$ cat src/rtl/accelerator_config_pkg.sv
// Shared accelerator configuration: row capacity, signed 8-bit output bounds
// and the drain FSM state encoding.
package accelerator_config_pkg;
  localparam int MAX_ROWS = 16;
  localparam int QMIN     = -128;
  localparam int QMAX     = 127;

  typedef enum logic [1:0] {
    IDLE = 2'd0,
    RUN  = 2'd1,
    DONE = 2'd2
  } drain_state_t;
endpackage

$ cat src/rtl/drain_fifo.sv
// Synchronous FIFO used as the drain output buffer; the head entry is read
// straight from storage, so it holds steady until it is popped.
module drain_fifo #(
  parameter int WIDTH = 8,
  parameter int DEPTH = 4
) (
  input  logic                     clk,
  input  logic                     rst,
  input  logic                     push,
  input  logic                     pop,
  input  logic [WIDTH-1:0]         din,
  output logic [WIDTH-1:0]         dout,
  output logic                     full,
  output logic                     empty,
  output logic [$clog2(DEPTH):0]   count
);
  localparam int PW = $clog2(DEPTH);
  localparam int CW = PW + 1;

  logic [WIDTH-1:0] mem [DEPTH];
  logic [PW-1:0]    wr_ptr;
  logic [PW-1:0]    rd_ptr;
  logic             wr;
  logic             rd;

  // A push is still accepted when full if the head leaves in the same cycle.
  assign wr    = push && (!full || pop);
  assign rd    = pop && !empty;
  assign full  = (count == CW'(DEPTH));
  assign empty = (count == '0);
  assign dout  = mem[rd_ptr];

  always_ff @(posedge clk or posedge rst) begin
    if (rst) begin
      wr_ptr <= '0;
      rd_ptr <= '0;
      count  <= '0;
    end else begin
      if (wr) wr_ptr <= wr_ptr + PW'(1);
      if (rd) rd_ptr <= rd_ptr + PW'(1);
      count <= count + CW'(wr) - CW'(rd);
    end
  end

  always_ff @(posedge clk) begin
    if (wr) mem[wr_ptr] <= din;
  end
endmodule

$ cat src/rtl/res_quant_drain.sv
// Drains accumulator rows from the result BRAM, requantizes each to a signed
// OUT_WIDTH element and streams it out with index and last-element flag.
module res_quant_drain #(
  parameter int ACC_WIDTH  = 32,
  parameter int OUT_WIDTH  = 8,
  parameter int MAX_ROWS   = accelerator_config_pkg::MAX_ROWS,
  parameter int ADDR_WIDTH = $clog2(MAX_ROWS),
  parameter int FIFO_DEPTH = 4
) (
  input  logic                        clk,
  input  logic                        rst,
  input  logic                        start,
  input  logic [ADDR_WIDTH:0]         num_rows,
  input  logic [15:0]                 scale,
  input  logic [4:0]                  shift,
  input  logic                        relu_en,
  output logic                        busy,
  output logic                        done,
  output logic                        rd_en,
  output logic [ADDR_WIDTH-1:0]       rd_addr,
  input  logic signed [ACC_WIDTH-1:0] rd_data,
  output logic                        out_valid,
  input  logic                        out_ready,
  output logic signed [OUT_WIDTH-1:0] out_data,
  output logic [ADDR_WIDTH-1:0]       out_idx,
  output logic                        out_last
);
  import accelerator_config_pkg::*;

  localparam int PROD_W = ACC_WIDTH + 17;
  localparam int CW     = $clog2(FIFO_DEPTH) + 1;
  localparam int FW     = OUT_WIDTH + ADDR_WIDTH + 1;
  localparam int NW     = ADDR_WIDTH + 1;

  function automatic logic signed [PROD_W-1:0] round_shift(
    input logic signed [ACC_WIDTH-1:0] acc,
    input logic [15:0]                 scl,
    input logic [4:0]                  sh
  );
    logic signed [PROD_W-1:0] p;
    p = PROD_W'(acc) * PROD_W'($signed({1'b0, scl}));
    if (sh != 5'd0) p = p + (PROD_W'(1) <<< (sh - 5'd1));
    return p >>> sh;
  endfunction

  function automatic logic signed [OUT_WIDTH-1:0] saturate(
    input logic signed [PROD_W-1:0] v,
    input logic                     relu
  );
    logic signed [OUT_WIDTH-1:0] r;
    if (v > PROD_W'(QMAX))      r = OUT_WIDTH'(QMAX);
    else if (v < PROD_W'(QMIN)) r = OUT_WIDTH'(QMIN);
    else                        r = v[OUT_WIDTH-1:0];
    if (relu && r[OUT_WIDTH-1]) r = '0;
    return r;
  endfunction

  drain_state_t state, state_next;

  logic [NW-1:0]               n_clamped, n_lat, issue_cnt;
  logic [15:0]                 scale_lat;
  logic [4:0]                  shift_lat;
  logic                        relu_lat;
  logic                        accept, issue_start, issue_run, credit, pop;
  logic                        vld_p0, vld_p1;
  logic [ADDR_WIDTH-1:0]       idx_p0, idx_p1;
  logic signed [ACC_WIDTH-1:0] acc_p1;
  logic signed [OUT_WIDTH-1:0] q_p1;
  logic                        last_p1;
  logic [CW:0]                 occupancy;
  logic [FW-1:0]               fifo_dout;
  logic                        fifo_full, fifo_empty;
  logic [CW-1:0]               fifo_count;

  assign n_clamped   = (num_rows > NW'(MAX_ROWS)) ? NW'(MAX_ROWS) : num_rows;
  assign accept      = (state == IDLE) && start;
  assign issue_start = accept && (n_clamped != '0);
  assign pop         = out_valid && out_ready;
  // Elements already owed to the FIFO, net of the entry leaving this cycle.
  assign occupancy   = (CW+1)'(fifo_count) + (CW+1)'(rd_en) + (CW+1)'(vld_p0)
                     + (CW+1)'(vld_p1) - (CW+1)'(pop);
  assign credit      = !fifo_full && (occupancy < (CW+1)'(FIFO_DEPTH));
  assign issue_run   = (state == RUN) && (issue_cnt < n_lat) && credit;

  always_ff @(posedge clk or posedge rst) begin
    if (rst) state <= IDLE;
    else     state <= state_next;
  end

  always_comb begin
    state_next = state;
    busy       = 1'b0;
    done       = 1'b0;
    case (state)
      IDLE: if (start) state_next = (n_clamped == '0) ? DONE : RUN;
      RUN: begin
        busy = 1'b1;
        if (pop && fifo_dout[FW-1]) state_next = DONE;
      end
      DONE: begin
        busy       = 1'b1;
        done       = 1'b1;
        state_next = IDLE;
      end
      default: state_next = IDLE;
    endcase
  end

  always_ff @(posedge clk) begin
    if (accept) begin
      n_lat     <= n_clamped;
      scale_lat <= scale;
      shift_lat <= shift;
      relu_lat  <= relu_en;
    end
  end

  // Issue stage: read request and address toward the BRAM
  always_ff @(posedge clk or posedge rst) begin
    if (rst) begin
      rd_en     <= 1'b0;
      rd_addr   <= '0;
      issue_cnt <= '0;
      vld_p0    <= 1'b0;
      vld_p1    <= 1'b0;
    end else begin
      rd_en  <= issue_start || issue_run;
      vld_p0 <= rd_en;
      vld_p1 <= vld_p0;
      if (issue_start) begin
        rd_addr   <= '0;
        issue_cnt <= NW'(1);
      end else if (issue_run) begin
        rd_addr   <= issue_cnt[ADDR_WIDTH-1:0];
        issue_cnt <= issue_cnt + NW'(1);
      end
    end
  end

  // p0: BRAM data on rd_data; p1: captured accumulator in the quantize stage
  always_ff @(posedge clk) begin
    idx_p0 <= rd_addr;
    idx_p1 <= idx_p0;
    if (vld_p0) acc_p1 <= rd_data;
  end

  assign q_p1    = saturate(round_shift(acc_p1, scale_lat, shift_lat), relu_lat);
  assign last_p1 = (NW'(idx_p1) == (n_lat - NW'(1)));

  drain_fifo #(.WIDTH(FW), .DEPTH(FIFO_DEPTH)) u_fifo (
    .clk   (clk),
    .rst   (rst),
    .push  (vld_p1),
    .pop   (pop),
    .din   ({last_p1, idx_p1, q_p1}),
    .dout  (fifo_dout),
    .full  (fifo_full),
    .empty (fifo_empty),
    .count (fifo_count)
  );

  assign out_valid = !fifo_empty;
  assign out_data  = fifo_empty ? '0 : $signed(fifo_dout[OUT_WIDTH-1:0]);
  assign out_idx   = fifo_empty ? '0 : fifo_dout[OUT_WIDTH +: ADDR_WIDTH];
  assign out_last  = !fifo_empty && fifo_dout[FW-1];
endmodule
$ cat config.mk
export PLATFORM = sky130hd
export DESIGN_NAME = res_quant_drain
export DESIGN_NICKNAME = d
export VERILOG_FILES = /design/src/rtl/accelerator_config_pkg.sv /design/src/rtl/drain_fifo.sv /design/src/rtl/res_quant_drain.sv
export SDC_FILE = /design/constraint.sdc
export NUM_CORES = 2
export LEC_CHECK = 0
export BUFFER_PORTS_ARGS = -buffer_cell sky130_fd_sc_hd__buf_2
export CORE_ASPECT_RATIO = 1.4
export CORE_UTILIZATION = 45
export DETAILED_ROUTE_END_ITERATION = 12
export PLACE_DENSITY = 0.63
export REMOVE_ABC_BUFFERS = 1
export SLEW_MARGIN = 5
export SYNTH_ARGS = -nofsm -noshare
export SYNTH_HDL_FRONTEND = slang
export SYNTH_SLANG_ARGS = --single-unit
export TNS_END_PERCENT = 10
$ cat constraint.sdc
create_clock -name clk -period 11.8 [get_ports clk]
set_input_delay 1.77 -clock clk [delete_from_list [all_inputs] [get_ports clk]]
set_output_delay 1.77 -clock clk [all_outputs]
set_load 0.01 [all_outputs]
## Yosys cells after proc, flatten, opt, wreduce, memory -nomap -nowiden

Memory sizes are Yosys's and may differ from the RTL's.
Cells that the tools add are included.

| word-level totals | value |
|---|---|
| bits in writable memories | 52 |
| memories kept | 1 |
| logic and storage cells | 85 |
| bits of input ports | 63 |
| flip-flop bits (word level) | 88 |

| operators by class | value |
|---|---|
| shift operators | 2 |
| multiply operators | 1 |
| muxes and demuxes | 19 |
| add/sub/neg operators | 12 |
| order comparisons | 5 |
| eq/ne operators | 6 |
| reductions and logical operators | 23 |

Memories:

| name | depth | width | rd ports | clocked after Yosys merged registers in | write ports | line | source |
|---|---|---|---|---|---|---|---|
| u_fifo.mem | 4 | 13 | 1 | 0 | 1 | drain_fifo.sv:20 | `logic [WIDTH-1:0] mem [DEPTH];` |

Operator list:

| operator | number |
|---|---|
| 49-bit adder | 1 |
| 49-bit by 8-bit greater-than comparator with 1-bit output, second input constant | 1 |
| 49-bit by 8-bit less-than comparator with 1-bit output, second input constant | 1 |
| 32-bit by 17-bit multiplier with 49-bit output | 1 |
| 49-bit 2-to-1 mux | 1 |
| 2-bit by 5-bit <<< shifter with 49-bit output, first input constant | 1 |
| 49-bit by 5-bit >>> shifter with 49-bit output | 1 |
| 8-bit 2-to-1 mux | 4 |
| 5-bit 2-to-1 mux | 3 |
| 4-bit 2-to-1 mux | 3 |
| 1-bit logical AND | 11 |
| 5-bit nonzero test | 2 |
| 5-bit by 1-bit subtractor with 5-bit output, second input constant | 2 |
| 4-bit by 1-bit adder with 4-bit output | 2 |
| 2-bit 2-to-1 mux | 3 |
| 5-bit by 1-bit adder with 5-bit output, second input constant | 1 |
| 4-bit by 5-bit equality test with 1-bit output | 1 |
| 5-bit greater-than comparator, second input constant | 1 |
| 5-bit zero test | 1 |
| 5-bit less-than comparator | 1 |
| 2-bit by 1-bit adder with 2-bit output, second input constant | 2 |
| 3-bit by 1-bit adder with 4-bit output | 1 |
| 4-bit by 3-bit less-than comparator with 1-bit output, second input constant | 1 |
| 1-bit 2-to-1 mux | 4 |
| other kinds (16) | 18 |

## Logic depth before layout (Yosys ltp)

| depth | value |
|---|---|
| depth after elaboration | 10 |
| mapped depth | 42 |

## Hierarchy

A second synthesis with hierarchy kept.

| second synthesis, totals | value |
|---|---|
| cell total of the unflattened synthesis | 3,466 |
| area total of the unflattened synthesis | 30,665.7 µm² |

By module, submodules not included:

| module | cells an instance | instances | area each (µm²) |
|---|---|---|---|
| res_quant_drain | 3,361 | 1 | 28,364.7 |
| drain_fifo | 105 | 1 | 2,301.0 |

## Worst setup path after synthesis

OpenSTA, ideal clock, no wires.

| timing | value |
|---|---|
| path kind | register to register |
| start point | reg scale_lat[2] |
| end point | mem u_fifo.mem[0][1] (netlist bit) (data pin) |
| cell stages (with the launch flop) | 39 |
| arrival | 10.140 ns |
| slack | 1.372 ns |
| path buffers | 2 |
| required time | 11.512 ns |
| cell sequence | edfxtp_1 > clkbuf_1 > and2_1 > fa_1 > inv_1 > fa_1 > fa_1 > inv_1 > fa_1 > inv_1 > fa_1 > inv_1 > fa_1 > ha_1 > a21oi_1 > o21ai_1 > a21oi_1 > a21oi_1 > [3 not listed] > ha_1 > clkbuf_1 > nand2_1 > or4_1 > o22ai_1 > o21bai_1 > nand3_1 > nor2_1 > or4b_1 > o21a_1 > or2_1 > mux4_2 > o21ai_2 > mux2i_1 > or4_1 > or4_4 > o31ai_4 > o31ai_1 |

| between the ends | value |
|---|---|
| word-level cells in the longest chain between the ends | 9 |

RTL lines:

| item | line | source |
|---|---|---|
| start, declared | res_quant_drain.sv:61 | `logic [15:0] scale_lat;` |
| start signal, assigned | res_quant_drain.sv:112 | `scale_lat <= scale;` |
| 32-bit by 17-bit multiplier with 49-bit output * | res_quant_drain.sv:41 | `p = PROD_W'(acc) * PROD_W'($signed({1'b0, scl}));` |
| 49-bit adder | res_quant_drain.sv:42 | `if (sh != 5'd0) p = p + (PROD_W'(1) <<< (sh - 5'd1));` |
| 49-bit 2-to-1 mux * | res_quant_drain.sv:42 |  |
| 49-bit by 5-bit >>> shifter with 49-bit output * | res_quant_drain.sv:43 | `return p >>> sh;` |
| 49-bit by 8-bit less-than comparator with 1-bit output | res_quant_drain.sv:52 | `else if (v < PROD_W'(QMIN)) r = OUT_WIDTH'(QMIN);` |
| 8-bit 2-to-1 mux | res_quant_drain.sv:52 |  |
| 8-bit 2-to-1 mux * | res_quant_drain.sv:51 | `if (v > PROD_W'(QMAX)) r = OUT_WIDTH'(QMAX);` |
| 1-bit logical AND | res_quant_drain.sv:54 | `if (relu && r[OUT_WIDTH-1]) r = '0;` |
| 8-bit 2-to-1 mux * | res_quant_drain.sv:54 |  |
| named net q_p1[1] | res_quant_drain.sv:68 | `logic signed [OUT_WIDTH-1:0] q_p1;` |
| end, declared | drain_fifo.sv:20 |  |

Mark *: on every way through the listed nets, which the timed path passes. The rest lies on a longest branch.

## Worst setup path in the final report

| timing | value |
|---|---|
| start point | reg scale_lat[3] |
| end point | mem u_fifo.mem[0][2] (netlist bit) (data pin) |

Same word-level chain as after synthesis.

==> results.yml <==
sta:
  setup_violations: 0
  fin_crit_sh_pct: 95.9
  clock-skew-final_ns: 0.0244
  relSlewSlack_pct: 24.9
  final_max_slew_viol_count: 0
  min_period_ns: 11.32
  hold_violations: 0
  worstMarginPinSlew_ns: 1.12
  fmax_ghz: 0.0883
global_routing:
  track_usage_pct: 29.0
  busiest_layer: "met2"
  grt_use_met2_pct: 52.4
  met3_usage_pct: 3.58
  antenna_found_initial: 2
  grt.overflow.total: 0
  grt_pass1_wl_um: 153000
  grt_pass1_vias: 27000
  grt_max_degree: 60
  gr-usage-met1_pct: 33.2
hold_path:
  min_path_type: "flip-flop to flip-flop"
layout:
  drive_gt1_share_pct: 11.7
  final_area_sq_um: 33600
  multiInputGateArea_sq_um: 24100
  fin_util_pct: 50.2
  filler_cell_count: 6440
  area_growth_pct: 10.1
  fin_nets: 4300
  final_cells: 4445
  register_area_sq_um: 4020
clock_network:
  hold_buffers: 0
  cts_sinks: 140
  clk_latency_ns: 0.50
  cts_tree: "yes"
  clk_pin_slew_ns: 0.06
  root_buffer: "clkbuf_16"
  cts_buffers: 17
  htree_levels: 4
  clockBufferDepth: 2
logic_synthesis:
  synth.avg_cell_area_sq_um: 8.84
  syn_area_sq_um: 30600
  ys_warn_count: 0
  synth_cell_types: 100
  synthXorXnorAreaFrac_pct: 2.49
  seq_area_frac_synth_pct: 13.1
  synth_cells: 3456
  synth_adder_area_share_pct: 39.1
  synth-seq-cells: 140
  synth.area.mux_share_pct: 3.61
  synth_top_family_by_area: "adder cells"
  synth_edf_count: 111
  async_flop_share_pct: 15.0
  synth_simple_gate_area_share_pct: 19.6
  ys.flop_type: "edfxtp_1"
  synth_compound_area_share_pct: 13.5
run:
  drv_cap: 0
route:
  first_iter_violations: 1850
  wl_um: 96800
  num_vias: 25500
  route.detailed.drc: 0
  ant_nets: 0
  viasPerCell: 5.75
  drt-wirelength-per-cell_um: 21.8
  drt_first_pass_iters: 6
worst_setup_path:
  cpMaxStageDelayCell: "a2111oi_0"
  crit_arrival_ns: 11.60
  critical_path_peak_fanout: 20
  end_kind: "flip-flop"
  cp_common_cell: "fa_1"
  critPathMaxStageDelay_ns: 0.66
  required_ns: 12.08
  cp-start-kind: "flip-flop"
  worst-setup-path-type: "flip-flop to flip-flop"
floorplanning:
  fp.dieH_um: 310
  num_rows: 112
  initial_utilization_pct: 45.6
  die_area_sq_um: 69000
  core_area_sq_um: 67000
  io_pins: 84
  die_w_um: 222
placed_design:
  dp_hpwl_um: 79000
  dp.cells: 4372
  dpl_cell_area_sq_um: 32600
  gp_congestion: 0.977
  port_buffers: 83
status:
  outcome: "finished clean"
==> final cells by class <==
| class | instances | area share (%) |
|---|---|---|
| Antenna cell | 1 | 0.00744 |
| Clock buffer | 22 | 1.41 |
| Clock inverter | 10 | 0.338 |
| Inverter | 494 | 5.51 |
| Multi-Input combinational cell | 2635 | 71.5 |
| Sequential cell | 140 | 11.9 |
| Tap cell | 855 | 3.18 |
| Timing Repair Buffer | 288 | 6.10 |
==> sequential cells by signal (all words and copies together), names as in the netlist <==
register and flops:
n_lat 5, shift_lat 5, relu_lat 1, scale_lat 16, vld_p0 1, u_fifo.wr_ptr 2
idx_p1 4, idx_p0 4, rd_en 1, rd_addr 4, u_fifo.rd_ptr 2, vld_p1 1
u_fifo.mem 52, state 2, issue_cnt 5, acc_p1 32, u_fifo.count 3
==> logic make-up (layout without fill, tap and decap cells) <==
logic type / after synthesis / count (layout)
xor gates and xnor gates: 87 / 87
adders and majority gates: 661 / 661
DFF: 140 / 140
AOI/OAI and AO/OA: 620 / 620
muxes: 80 / 80
and+or+nand+nor: 1187 / 1187
buffers and inverters: 681 / 814
other: 0 / 1
==> metrics by stage <==
stage	setup WS (ns)	setup TNS (ns)	hold slack [ns]
detailed placement	0.160	0	0.313
global route	-0.00151	-0.00547	0.337
CTS	0.0623	0	0.317
floorplan	1.04	0	0.310
finish	0.481	0	0.315
global placement	0.159	0	0.312
==> what timing repair did <==
item                                    CTS  global route
setup buffers                             0            40
endpoints found under the setup margin    0            28
resized for setup                         0            24
==> worst paths after layout <==
path,from,end,slack (ns),depth (start not counted)
min,idx_p0[3]$_DFF_P_,idx_p1[3]$_DFF_P_,0.31,0
min in group asynchronous,rst,state[1]$_DFFE_PP0P_,1.44,2
max in group asynchronous,rst,vld_p0$_DFF_PP0_,9.80,2
max reg2reg,scale_lat[3]$_DFFE_PP_,u_fifo.mem[0][2]$_DFFE_PP_,0.48,35
min reg2reg,idx_p0[3]$_DFF_P_,idx_p1[3]$_DFF_P_,0.31,0
max,scale_lat[3]$_DFFE_PP_,u_fifo.mem[0][2]$_DFFE_PP_,0.48,35
==> worst max-delay path, delay by kind of cell (launching register included) <==
kind / cells / cell delay [ns]
AO/OA/AOI/OAI: 11 / 3.25
XOR/XNOR: 1 / 0.45
adder cells (fa/ha/maj): 8 / 3.72
buffers and inverters: 5 / 0.81
flip-flops: 1 / 0.50
AND/OR/NAND/NOR: 10 / 2.38
==> routing by layer <==
layer,vias to the layer above,wire (um)
met1,12900,37000
met4,2,5600
li1,11600,-
met2,813,50000
met5,-,13
met3,247,4260
==> synthesized netlist by cell type (30+ instances only) <==
master | number | area share [%]
a211oi_1 | 30 | 0.74
nor2_1 | 207 | 2.5
nor3_1 | 50 | 0.82
ha_1 | 169 | 6.9
mux2i_1 | 37 | 1.2
xnor2_1 | 53 | 1.5
xor2_1 | 34 | 0.97
nand2_1 | 377 | 4.6
inv_1 | 491 | 6.0
edfxtp_1 | 111 | 11
nand3_1 | 38 | 0.62
a21o_1 | 34 | 0.84
o21ai_0 | 108 | 1.8
and2_1 | 367 | 7.5
fa_1 | 492 | 32
a21oi_1 | 178 | 2.9
clkbuf_1 | 157 | 1.9
==> placed cells by master (no fill, tap or decap), types with 14 or more instances in the layout <==
cell,Yosys,final
a211oi_1,30,28
a21o_1,34,34
a21oi_1,178,173
a31oi_1,15,15
and2_1,367,366
buf_2,13,84
buf_4,3,196
clkbuf_16,0,17
dfrtp_1,21,20
edfxtp_1,111,111
fa_1,492,492
ha_1,169,168
inv_1,491,491
mux2_2,21,21
mux2i_1,37,35
mux4_2,22,22
nand2_1,377,377
nand3_1,38,38
nand4_1,27,27
nor2_1,207,207
nor3_1,50,50
o211ai_1,29,29
o21a_1,27,27
o21ai_0,108,107
o21ai_1,18,16
o31ai_1,15,14
or3_1,17,17
xnor2_1,53,50
xor2_1,34,32
Power is left out: the tool's default activity adds up to more than one toggle a clock period on the data nets, which glitch-free logic cannot reach.
